**config.mk**
```make
export PLATFORM = sky130hd
export DESIGN_NAME = fixed_point_div
export DESIGN_NICKNAME = d
export VERILOG_FILES = /design/src/rtl/fixed_point_pkg.sv /design/src/rtl/fixed_point_div_core.sv /design/src/rtl/fixed_point_div.sv
export SDC_FILE = /design/constraint.sdc
export NUM_CORES = 1
export LEC_CHECK = 0
export BUFFER_PORTS_ARGS = -buffer_cell sky130_fd_sc_hd__buf_2
export CAP_MARGIN = 30
export CORE_ASPECT_RATIO = 0.9
export CORE_MARGIN = 5
export CORE_UTILIZATION = 28
export DETAILED_ROUTE_END_ITERATION = 12
export PLACE_DENSITY = 0.42
export SYNTH_ARGS = -nofsm -noshare
export SYNTH_HDL_FRONTEND = slang
export SYNTH_SLANG_ARGS = --single-unit
```
**constraint.sdc**
```tcl
create_clock -name clk_in -period 3 [get_ports clk_in]
set_input_delay 0.6 -clock clk_in [delete_from_list [all_inputs] [get_ports clk_in]]
set_output_delay 0.6 -clock clk_in [all_outputs]
set_load 0.05 [all_outputs]
```
**src/rtl/fixed_point_pkg.sv**
```systemverilog
// Shared Q-format helpers and divider state encoding for the fixed-point
// multiplier/divider pair.
package fixed_point_pkg;

    typedef enum logic [2:0] {
        IDLE   = 3'd0,
        SETUP  = 3'd1,
        DIVIDE = 3'd2,
        FIX    = 3'd3,
        DONE   = 3'd4
    } div_state_t;

    // Left shift of |A| so the integer quotient carries the wanted fractional bits.
    function automatic int calc_shift(input int q_frac, input int b_frac, input int a_frac);
        return q_frac + b_frac - a_frac;
    endfunction

    function automatic int calc_n_iter(input int a_width, input int shift);
        return a_width + shift;
    endfunction

    function automatic logic [63:0] sat_max(input int unsigned width);
        return (64'd1 << (width - 32'd1)) - 64'd1;
    endfunction

    // Two's-complement most-negative value, sign-extended to 64 bits.
    function automatic logic [63:0] sat_min(input int unsigned width);
        return ~((64'd1 << (width - 32'd1)) - 64'd1);
    endfunction

endpackage

```
**src/rtl/fixed_point_div_core.sv**
```systemverilog
// Unsigned radix-2 restoring division datapath: one quotient bit per step.
module fixed_point_div_core #(
    parameter int unsigned N_ITER  = 30,
    parameter int unsigned D_WIDTH = 16
) (
    input  logic                clk,
    input  logic                rst_n,
    input  logic                load,
    input  logic                step,
    input  logic [N_ITER-1:0]   dividend,
    input  logic [D_WIDTH-1:0]  divisor,
    output logic [N_ITER-1:0]   quotient,
    output logic                last_c
);

    localparam int unsigned R_WIDTH = D_WIDTH + 1;
    localparam int unsigned CNT_W   = $clog2(N_ITER + 1);

    logic [N_ITER-1:0]  dvd_q;
    logic [D_WIDTH-1:0] dsr_q;
    logic [D_WIDTH-1:0] rem_q;
    logic [CNT_W-1:0]   cnt_q;
    logic [R_WIDTH-1:0] rem_shift;
    logic [D_WIDTH-1:0] rem_next;
    logic               fits;

    // Remainder stays below the divisor, so D_WIDTH bits hold it between steps.
    always_comb begin
        rem_shift = {rem_q, dvd_q[N_ITER-1]};
        fits      = (rem_shift >= {1'b0, dsr_q});
        rem_next  = fits ? D_WIDTH'(rem_shift - {1'b0, dsr_q})
                         : rem_shift[D_WIDTH-1:0];
    end

    assign last_c = (cnt_q == '0);

    always_ff @(posedge clk or negedge rst_n) begin
        if (!rst_n) begin
            dvd_q    <= '0;
            dsr_q    <= '0;
            rem_q    <= '0;
            cnt_q    <= '0;
            quotient <= '0;
        end else if (load) begin
            dvd_q    <= dividend;
            dsr_q    <= divisor;
            rem_q    <= '0;
            cnt_q    <= CNT_W'(N_ITER - 1);
            quotient <= '0;
        end else if (step) begin
            rem_q    <= rem_next;
            dvd_q    <= dvd_q << 1;
            quotient <= {quotient[N_ITER-2:0], fits};
            if (cnt_q != '0) begin
                cnt_q <= cnt_q - CNT_W'(1);
            end
        end
    end

endmodule

```
**src/rtl/fixed_point_div.sv**
```systemverilog
// Iterative signed fixed-point divider Q = A / B with valid/ready on both sides,
// sign restoration, divide-by-zero handling and saturation.
module fixed_point_div
    import fixed_point_pkg::*;
#(
    parameter int unsigned A_WIDTH     = 16,
    parameter int unsigned A_FRAC_BITS = 14,
    parameter int unsigned B_WIDTH     = 16,
    parameter int unsigned B_FRAC_BITS = 14,
    parameter int unsigned Q_FRAC_BITS = 14,
    parameter int unsigned Q_WIDTH     = 32
) (
    input  logic                       clk_in,
    input  logic                       rst_n_in,
    input  logic                       valid_in,
    output logic                       ready_out,
    input  logic signed [A_WIDTH-1:0]  A,
    input  logic signed [B_WIDTH-1:0]  B,
    output logic                       valid_out,
    input  logic                       ready_in,
    output logic signed [Q_WIDTH-1:0]  Q,
    output logic                       div_by_zero_out,
    output logic                       overflow_out
);

    localparam int          SHIFT_S = calc_shift(int'(Q_FRAC_BITS), int'(B_FRAC_BITS),
                                                 int'(A_FRAC_BITS));
    localparam int unsigned SHIFT   = (SHIFT_S < 0) ? 0 : 32'(SHIFT_S);
    localparam int unsigned N_ITER  = 32'(calc_n_iter(int'(A_WIDTH), int'(SHIFT)));
    localparam int unsigned C_WIDTH = ((N_ITER > Q_WIDTH) ? N_ITER : Q_WIDTH) + 1;

    if (SHIFT_S < 0) begin : g_bad_shift
        $error("fixed_point_div: Q_FRAC_BITS + B_FRAC_BITS must be >= A_FRAC_BITS");
    end

    div_state_t          state_q, state_d;
    logic [A_WIDTH-1:0]  a_q;
    logic [B_WIDTH-1:0]  b_q;
    logic                neg_q;
    logic                zero_q;

    logic [A_WIDTH-1:0]  abs_a;
    logic [B_WIDTH-1:0]  abs_b;
    logic [N_ITER-1:0]   dividend;
    logic [N_ITER-1:0]   quotient;
    logic                last_c;
    logic                core_load;
    logic                core_step;

    logic [C_WIDTH-1:0]  mag;
    logic [C_WIDTH-1:0]  pos_lim;
    logic [Q_WIDTH-1:0]  fix_q;
    logic                fix_ovf;

    // W-bit negation of the most-negative value yields 2^(W-1), exact as unsigned.
    always_comb begin
        abs_a     = a_q[A_WIDTH-1] ? (~a_q + A_WIDTH'(1)) : a_q;
        abs_b     = b_q[B_WIDTH-1] ? (~b_q + B_WIDTH'(1)) : b_q;
        dividend  = N_ITER'(abs_a) << SHIFT;
        core_load = (state_q == SETUP);
        core_step = (state_q == DIVIDE);
    end

    fixed_point_div_core #(
        .N_ITER  (N_ITER),
        .D_WIDTH (B_WIDTH)
    ) u_core (
        .clk      (clk_in),
        .rst_n    (rst_n_in),
        .load     (core_load),
        .step     (core_step),
        .dividend (dividend),
        .divisor  (abs_b),
        .quotient (quotient),
        .last_c   (last_c)
    );

    // Sign restoration and clamping of the truncated magnitude.
    always_comb begin
        fix_q   = '0;
        fix_ovf = 1'b0;
        mag     = C_WIDTH'(quotient);
        pos_lim = C_WIDTH'(sat_max(Q_WIDTH));
        if (zero_q) begin
            fix_q = a_q[A_WIDTH-1] ? Q_WIDTH'(sat_min(Q_WIDTH)) : Q_WIDTH'(sat_max(Q_WIDTH));
        end else if (neg_q) begin
            if (mag > pos_lim + C_WIDTH'(1)) begin
                fix_q   = Q_WIDTH'(sat_min(Q_WIDTH));
                fix_ovf = 1'b1;
            end else begin
                fix_q = Q_WIDTH'(~mag + C_WIDTH'(1));
            end
        end else if (mag > pos_lim) begin
            fix_q   = Q_WIDTH'(sat_max(Q_WIDTH));
            fix_ovf = 1'b1;
        end else begin
            fix_q = Q_WIDTH'(mag);
        end
    end

    always_comb begin
        state_d = state_q;
        case (state_q)
            IDLE:    if (valid_in && ready_out) state_d = SETUP;
            SETUP:   state_d = DIVIDE;
            DIVIDE:  if (last_c) state_d = FIX;
            FIX:     state_d = DONE;
            DONE:    if (ready_in) state_d = IDLE;
            default: state_d = IDLE;
        endcase
    end

    always_ff @(posedge clk_in or negedge rst_n_in) begin
        if (!rst_n_in) begin
            state_q <= IDLE;
        end else begin
            state_q <= state_d;
        end
    end

    always_ff @(posedge clk_in or negedge rst_n_in) begin
        if (!rst_n_in) begin
            ready_out       <= 1'b1;
            valid_out       <= 1'b0;
            Q               <= '0;
            div_by_zero_out <= 1'b0;
            overflow_out    <= 1'b0;
            a_q             <= '0;
            b_q             <= '0;
            neg_q           <= 1'b0;
            zero_q          <= 1'b0;
        end else begin
            ready_out <= (state_d == IDLE);
            valid_out <= (state_d == DONE);
            case (state_q)
                IDLE: begin
                    if (valid_in && ready_out) begin
                        a_q             <= A;
                        b_q             <= B;
                        div_by_zero_out <= 1'b0;
                        overflow_out    <= 1'b0;
                    end
                end
                SETUP: begin
                    neg_q  <= a_q[A_WIDTH-1] ^ b_q[B_WIDTH-1];
                    zero_q <= (b_q == '0);
                end
                FIX: begin
                    Q               <= fix_q;
                    div_by_zero_out <= zero_q;
                    overflow_out    <= fix_ovf;
                end
                default: ;
            endcase
        end
    end

endmodule
```
---- After elaboration in Yosys (flattened, before gate mapping) ----
Cells that the tools add are included.
storage, ports and cells
  bits in read-only memories .............. 0
  bits of input ports ..................... 36
  flip-flop bits (word level) ............. 170
  bits in writable memories ............... 0
  memories kept ........................... 0
  logic and storage cells ................. 65
  bits in latches ......................... 0
cells by class
  $lt $le $gt $ge ......................... 1
  shifts and indexed selects .............. 0
  multipliers ............................. 0
  eq/ne operators ......................... 6
  bitwise logic cells ..................... 4
  div/mod/pow operators ................... 0
  $add $sub $neg .......................... 5
  multiplexer cells ....................... 22
  reductions and logical operators ........ 12
operators by type and width
  cell                   count
  $mux 30                4
  $mux 32                3
  $mux 16                5
  $add 16x1->16 const B  2
  $add 32x1->32 const B  1
  $not 16->16            2
  $not 30->32            1
  $ge 17x16->1           1
  $logic_not 16->1       1
  $sub 16x16->16         1
  $mux 5                 3
  $pmux 3 s5             1
  $mux 3                 3
  $eq 3x2->1 const B     2
  $eq 3x3->1 const B     2
  $logic_not 3->1        2
  $reduce_and 2->1       3
  $reduce_bool 2->1      3
  $logic_not 5->1        1
  $reduce_bool 5->1      1
  $sub 5x1->5 const B    1
  $pmux 1 s2             2
  $eq 3x1->1 const B     1
  $ne 2x2->1 const B     1
  3 further kinds        3

---- Depth between registers and ports, before layout ----
Gate-level depths: netlist of the first run.
  word-level depth ........................ 4
  gate-level depth with buffers ........... 10
  depth with buffers taken out ............ 9

---- By module ----
From an unflattened synthesis of the first run, not the netlist that was laid out.
second synthesis, totals
  cells, all modules ...................... 936
  area total of the unflattened synthesis .. 9187.6 µm²
by module, submodules not included
  module                cells an instance  sequential area each (µm²)  area each (µm²)  instances
  fixed_point_div_core  516                2427.3                      5079.9           1
  fixed_point_div       420                1803.0                      4107.7           1

---- Least setup slack after synthesis of the first run ----
Ideal clock, no wire load.
  kind .................................... flip-flop to flip-flop
  from .................................... register u_core.rem_q[3]
  to ...................................... register u_core.rem_q[0]
  arrival ................................. 2.113 ns
  data required time ...................... 2.879 ns
  setup slack ............................. 0.766 ns
  path buffers ............................ 1
  period minus slack after synthesis ...... 2.234 ns
  library setup time ...................... 0.121 ns
  cell stages (with the launch flop) ...... 9
  path through ............................ dfrtp_1 ha_1 and2_1 a41o_1 o21ai_0 o211a_1 clkbuf_1 mux2i_1 a22o_1
between the ends
  cells in the longest elaborated chain, start to end .. 4
ends and longest elaborated chain
  item                    line                        text
  start, declared         fixed_point_div_core.sv:21  logic [D_WIDTH-1:0] rem_q;
  start signal, assigned  fixed_point_div_core.sv:51  rem_q <= rem_next;
  $ge 17x16->1            fixed_point_div_core.sv:30  fits = (rem_shift >= {1'b0, dsr_q});
  $mux 16                 fixed_point_div_core.sv:31  rem_next = fits ? D_WIDTH'(rem_shift - {1'b0, dsr_q})
  $mux 16                 fixed_point_div_core.sv:50  end else if (step) begin
  $mux 16                 fixed_point_div_core.sv:44  end else if (load) begin
No other way between the ends. The select of a mux whose other input is x is not followed.
A chain may end at the register's enable or synchronous reset.

---- Final worst setup path of the first run ----
  from .................................... register u_core.quotient[4]
  to ...................................... register Q[17]
between the ends
  cells in the longest elaborated chain, start to end .. 4
ends and longest elaborated chain
  item                    line                        text
  start, declared         fixed_point_div_core.sv:12  output logic [N_ITER-1:0] quotient,
  start signal, assigned  fixed_point_div_core.sv:53  quotient <= {quotient[N_ITER-2:0], fits};
  $not 30->32             fixed_point_div.sv:91       fix_q = Q_WIDTH'(~mag + C_WIDTH'(1));
  $add 32x1->32           fixed_point_div.sv:91
  $mux 32                 fixed_point_div.sv:86       end else if (neg_q) begin
  $mux 32                 fixed_point_div.sv:84       if (zero_q) begin
  end signal, assigned    fixed_point_div.sv:149      Q <= fix_q;
  end, declared           fixed_point_div.sv:21       output logic signed [Q_WIDTH-1:0] Q,
No other way between the ends.

==> results.md, run 1 <==
- Run status: finished clean
- WS Path Type: register to register
- CP endpoint kind: register
- Cell variety after synth: 62
- Final #Nets: roughly 950
- R2R depth: 6
- Period utilisation layout: 0.817
- Worst setup startpoint: u_core.quotient[4]$_DFFE_PN0P_
- Cells resized by post-CTS repair: 0
- Layout cells sized above 1: 0.179
- Iter 0 DRT Violations: roughly 390
- CTS tree: yes
- Power Dens Cells: approximately 1300 nW/um2
- Ys flop type: dfrtp_1
- Pin count of the biggest net entering global routing: 59
- RSZ-0062 raised after global routing: false
- Worst setup SP type: register
- Starting Density: 0.283
- Buffers on Ports: 70
- EDFF count, synth: 0
- Clock slew at reported path FFs: around 0.070 ns
- Clock Sinks: 155
- CP Data Required Time: about 3.3 ns
- Worst Hold Class: input port to async pin
- Synth Net Count: 892
- Vias after detailed routing: between 6000 and 7000
- Initial antenna violation count: 0
- DRT Wirelength: about 21 mm
- Crit path DAT: ~2.8 ns
- Post-CTS Setup Bufs: 0
- Final hold violations: 0
- CTS Root Cell: clkbuf_16
- Core Region: between 20000 and 30000 um2
- Syn_area_per_cell: approximately 10 um2
- Vias in the first global route: between 6000 and 7000
- Final Setup Violations: 0
- Antenna Nets Post-Route: 0
- Clk_lat worst skew: 0.43 ns
- TritonCTS Buffers: 17
- Chip width: between 150 and 200 um
- Setup WS pre-CTS: about 0.60 ns
- Clock Skew: about 0.012 ns
- Antenna diode count: 0
- # IOs: about 70
- Setup WS post-layout: 0.549 ns
- Area delta synth->final: 18.3%
- Seq/Total Area, Yosys: 0.474
- Slew Viols, Final: 0
- Mapped cell area: a little over 8000 um2
- Crit path to: Q[17]$_DFFE_PN0P_
- Worst hold slack: roughly 0.04 ns
- Fmax: 408 MHz
- P_leak: around 4.3 nW
- Routed WL per cell: 16.4 um
- Clock tree buffer depth: 2
- Overall routing resource usage: 0.136
- Die area: ~33000 um2
- Final min period: 2.45 ns
- Slew Limit Headroom: 0.526
- Actual slew at the worst max-slew pin: 0.709 ns
- Maximum vdd ir drop: about 460 uV
- Cells after Synth: between 800 and 900
- First-pass GRT wire length: 35.8 mm
- Row cnt: 59
- Hold buffers post-CTS: 0
- R2R Setup Slk: ~0.55 ns
- Crit Reg-Reg Endpoint: Q[17]$_DFFE_PN0P_
- Total of max-cap violations: 0
- FFs w/ async S/R, synth: 1.00
- Worst-path fanout max: 6
- DP Wirelength: 15.1 mm
- Detailed-route DRC error count: 0
- Sum Neg Setup Slack: 0 ns
- FF-to-FF Start: u_core.quotient[4]$_DFFE_PN0P_
- Yosys reg bits: 155
- H-tree depth: 4
- TritonRoute pass-1 iters: 4
- Die height: 172 um
- GRT Residual Overflow: 0
- Vias per cell: about 4.9
- Yosys Warn Count: 0
- Gpl congestion: approximately 0.76
==> worst min path at each step <==
stage | from | to | slack (ns)
after CTS | rst_n_in | u_core.dsr_q[6]$_DFFE_PN0P_ | 0.04
after global placement | Q[4]$_DFFE_PN0P_ | Q[4]$_DFFE_PN0P_ | 0.46
after global routing | rst_n_in | u_core.dsr_q[6]$_DFFE_PN0P_ | 0.04
after detailed placement | Q[2]$_DFFE_PN0P_ | Q[2]$_DFFE_PN0P_ | 0.47
final | rst_n_in | u_core.dsr_q[6]$_DFFE_PN0P_ | 0.04
after floorplan | rst_n_in | Q[0]$_DFFE_PN0P_ | 0.30
==> area by class of cell <==
class	count	area [um2]
clock buffer	21	450
clock inverter	11	191
fill	2985	19200
inverter	29	109
multi-input combinational	600	4020
sequential	155	3880
tap	396	495
timing repair buffer	87	534
==> routing by layer <==
layer | track usage | up-vias | wire, um
met4 | 0.0297 | 0 | 219
met3 | 0.0293 | 19 | 734
li1 | - | 3107 | -
met5 | 0 | - | 0
met2 | 0.208 | 92 | 9350
met1 | 0.200 | 3102 | 10900
==> registers in the layout (all words and copies together), names as in the netlist, 3 cells and up <==
name,count
a_q,16
Q,32
u_core.cnt_q,5
u_core.quotient,30
state_q,3
u_core.rem_q,16
b_q,16
u_core.dvd_q,16
u_core.dsr_q,16
==> cells in the final DEF, fill, tap and decap left out, types with 24 or more instances in the layout <==
cell type / synthesis / final
nand2_1: 109 / 109
o21ai_0: 96 / 96
a22o_1: 27 / 27
xnor2_1: 24 / 24
buf_2: 1 / 69
nor2_1: 33 / 31
dfrtp_1: 154 / 154
mux2_2: 28 / 28
xor2_1: 43 / 43
a21oi_1: 39 / 39
inv_1: 29 / 29
==> Yosys cell counts (13+ instances only) <==
cell | n | area share
o31ai_1 | 13 | 0.012
inv_1 | 29 | 0.013
o21ai_0 | 96 | 0.059
nand2_1 | 109 | 0.050
dfrtp_1 | 154 | 0.47
a31oi_1 | 17 | 0.013
xor2_1 | 43 | 0.046
ha_1 | 21 | 0.032
mux2_2 | 28 | 0.039
nor2_1 | 33 | 0.015
a22o_1 | 27 | 0.029
a21oi_1 | 39 | 0.024
clkbuf_1 | 46 | 0.021
xnor2_1 | 24 | 0.026
==> worst max-delay path: stages, from the launching register on <==
cell	delay (ns)
dfrtp_1	0.44
or4_4	0.58
or2_1	0.33
or3_1	0.38
o21ai_0	0.27
xor2_1	0.12
o31ai_1	0.23
==> power by group <==
part | switching [mW] | leakage, nW | internal, mW
clock | 0.906 | 0.304 | 1.50
combinational | 4.18 | 2.03 | 2.59
sequential | 0.774 | 1.95 | 2.97
==> cells by family after synthesis <==
kind of cell    count (synthesis)  share of synthesized area
compound gates                245                      0.193
xor+xnor                       67                     0.0717
simple gates                  226                      0.137
flops                         155                      0.474
mux                            39                     0.0520
other cells                     1                   0.000458
buf+inv                        79                     0.0369
fa+ha+maj                      22                     0.0346
==> stage by stage <==
stage / power (mW) / utilization / instances / cell area (um2)
floorplan: 8.84 / - / 834 / 8180
global placement: 10.6 / 0.312 / 1266 / 9020
detailed placement: 10.6 / 0.312 / 1266 / 9020
CTS: 13.1 / 0.335 / 1298 / 9660
global route: 14.1 / 0.335 / 1299 / 9680
finish: 12.9 / 0.335 / 1299 / 9680
Note: power is estimated with default switching activity, not from simulation.
==> run 2, diff against run 1 <==
Settings changed: ABC_AREA set to 1, PLACE_DENSITY 0.42 to 0.41.
Clock period 3 ns to 2.5 ns, I/O delays scaled along.
==> run 2 against run 1 <==
Via count grew 18%. Die area grew 4.5%. Routed wire length grew 14%. Sequential share of layout area shrank 1.5 points. Cell count grew 25%. First-iteration DRC count shrank 7.0%. Sequential power grew 14%. Final area grew 4.0%. Setup slack lost 0.27 ns. Critical path type unchanged. Critical endpoint is now u_core.rem_q[2]$_DFFE_PN0P_.
==> results.md, run 2 <==
- Yosys Warn Count: 0
- RSZ-0062 raised after global routing: false
- Top post-synthesis cells by area: dfrtp_1 (45%), nand2_1 (13%), inv_1 (5.6%)
- Final Instance Area: a little over 10000 um2
- Slew Limit Headroom: 0.631
- Setup WS post-layout: 0.282 ns
- Die height: roughly 180 um
- Worst setup SP type: register
- Final #Nets: ~1300
- Hold buffers post-CTS: 0
- Seq/Total Area, Yosys: 0.453
- Clock slew at reported path FFs: around 0.070 ns
- TritonRoute pass-1 iters: 5
- CP Data Required Time: 2.83 ns
- R2R depth: 11
- Switching Share: 0.505
- Placed cell areas: around 9400 um2
- Flip-flop count of the largest register after layout: 32
- Total of max-cap violations: 0
- Die area: around 34000 um2
- Clk network pwr share: 0.174
- Top cells by count, synth: nand2_1 (295), dfrtp_1 (154), inv_1 (128)
- Synth Net Count: roughly 1200
- Post-synth top area cell: dfrtp_1
- Core Region: about 30000 um2
- Cells resized by post-CTS repair: 0
- FFs w/ async S/R, synth: 1.00
- Worst Hold Class: input port to async pin
- Commonest non-fill, non-tap cell in the layout: nand2_1
- Syn_area_per_cell: approximately 7.5 um2
- Synth Area in Compound Gates: 0.138
- H-tree depth: 4
- TritonCTS Buffers: 17
- Mux contribution to synthesized area: 0
- Final min period: roughly 2.2 ns
- Routed WL per cell: between 10 and 15 um
- FF/Latch Area: 3880 um2
- Chip width: ~190 um
- Vias after detailed routing: approximately 7400
- First-pass GRT wire length: between 40 and 50 mm
- Maximum vdd ir drop: 632 uV
- Biggest regs: Q: 32 flops, u_core.quotient: 30 flops
- Post-CTS Setup Bufs: 0
- Crit path DAT: about 2.6 ns
- Top cell type's share of synthesized area: 0.449
- EDFF count, synth: 0
- Iter 0 DRT Violations: between 300 and 400
- Overall routing resource usage: 0.145
- Detailed-route DRC error count: 0
- Final hold violations: 0
- Clock tree buffer depth: 2
- Area delta synth->final: 17.4%
- Initial antenna violation count: 0
- Synth Area in Simple Gates: 0.264
- Commonest non-fill, non-tap cells in the layout: nand2_1 (295), dfrtp_1 (154), inv_1 (128)
- GRT Residual Overflow: 0
- CTS tree: yes
- Fill count: between 3000 and 4000
- Most common cell in the netlist: nand2_1
- DP Wirelength: between 15 and 20 mm
- Fmax: between 400 and 500 MHz
- Buffers on Ports: 70
- Period utilisation layout: 0.887
- Vias per cell: approximately 4.6
- Ys flop type: dfrtp_1
- Run status: finished clean
- Biggest register: Q
- Row cnt: 60
- Setup WS pre-CTS: roughly 0.29 ns
- Clock Sinks: 155
- Antenna Nets Post-Route: 0
- DRT Wirelength: 24.3 mm
- CTS Root Cell: clkbuf_16
- Vias in the first global route: roughly 7400
- Worst-path fanout max: 9
- Cell variety after synth: 41
- Main combinational cell family by area after synthesis: simple AND/OR/NAND/NOR gates
- WS Path Type: register to register
- Slew Viols, Final: 0
- Clk_lat worst skew: around 0.44 ns
- Post-synthesis xor/xnor area fraction: 0.0286
- P_leak: ~5.0 nW
- Comb pwr share: 0.566
- Adder-cell area share of the yosys netlist: 0.0330
- Yosys reg bits: between 150 and 200
- Actual slew at the worst max-slew pin: 0.552 ns
- Sum Neg Setup Slack: 0 ns
- Layout cells sized above 1: 0.122
- Mapped cell area: between 8000 and 9000 um2
- Area of the multi-input gates: 3980 um2
- Seq pwr share: 0.260
- # IOs: between 70 and 80
- Gpl congestion: approximately 0.8
- Internal power: approximately 8 mW
- CP endpoint kind: register
- Power Dens Cells: roughly 1600 nW/um2
- Final Setup Violations: 0
- Pin count of the biggest net entering global routing: 60
- Worst hold slack: 0.0203 ns
- Clock Skew: about 0.017 ns
- Net Switching: ~8.3 mW
- Starting Density: 0.286
- Post-layout util: 0.335
- Cells after Synth: around 1100
- Antenna diode count: 0
-- run 2: routing by layer --
metal,vias up,GRT usage,part of all wire
met1,3473,0.222,0.54
met2,108,0.214,0.42
met5,-,0,0
li1,3855,-,-
met3,8,0.0254,0.031
met4,0,0.0290,0.0070
-- run 2: cells by family after synthesis --
family,count (synthesis)
buffers and inverters,181
xor gates and xnor gates,28
adders and majority gates,22
DFF,155
AOI/OAI and AO/OA,216
other,1
and+or+nand+nor,538
-- run 2: power by group through the flow --
stage          clock network (mW)  logic (mW)  registers (mW)
6_report                     2.84        9.25            4.26
5_1_grt                      3.00        10.5            4.42
4_1_cts                      2.92        9.37            4.27
3_5_place_dp                    0        9.33            4.31
3_3_place_gp                    0        9.35            4.31
2_1_floorplan                   0        6.04            5.14
-- run 2: cell type report --
type,count,share of cell area
Sequential cell,155,0.385
Clock buffer,17,0.0423
Clock inverter,15,0.0196
Tap cell,403,0.0501
Multi-Input combinational cell,805,0.396
Timing Repair Buffer,93,0.0563
Inverter,136,0.0507
-- run 2: metrics by stage --
stage               instances  total power, mW
global placement         1592             13.7
global route             1624             18.0
floorplan                1141             11.2
detailed placement       1592             13.6
finish                   1624             16.4
CTS                      1624             16.6
-- run 2: critical path, stage by stage (launching register included) --
cell and delay, ns:
dfrtp_1 0.40, ha_1 0.36, nand2_1 0.15, inv_1 0.06, a21oi_2 0.18, nand3_2 0.12
nand2_1 0.10, nand2_2 0.15, buf_4 0.21, or2_2 0.27, nand3_1 0.07, nand2_1 0.05
-- run 2: worst paths after layout --
| kind | start | end | slack [ns] |
|---|---|---|---|
| hold / removal | rst_n_in | u_core.dvd_q[27]$_DFFE_PN0P_ | 0.02 |
| setup / recovery | u_core.rem_q[7]$_DFFE_PN0P_ | u_core.rem_q[2]$_DFFE_PN0P_ | 0.28 |
| hold reg to reg | u_core.dvd_q[21]$_DFFE_PN0P_ | u_core.dvd_q[21]$_DFFE_PN0P_ | 0.48 |
| max in group asynchronous | rst_n_in | u_core.quotient[13]$_DFFE_PN0P_ | 1.74 |
| min in group clk_in | B[2] | b_q[2]$_DFFE_PN0P_ | 0.26 |
| setup reg to reg | u_core.rem_q[7]$_DFFE_PN0P_ | u_core.rem_q[2]$_DFFE_PN0P_ | 0.28 |
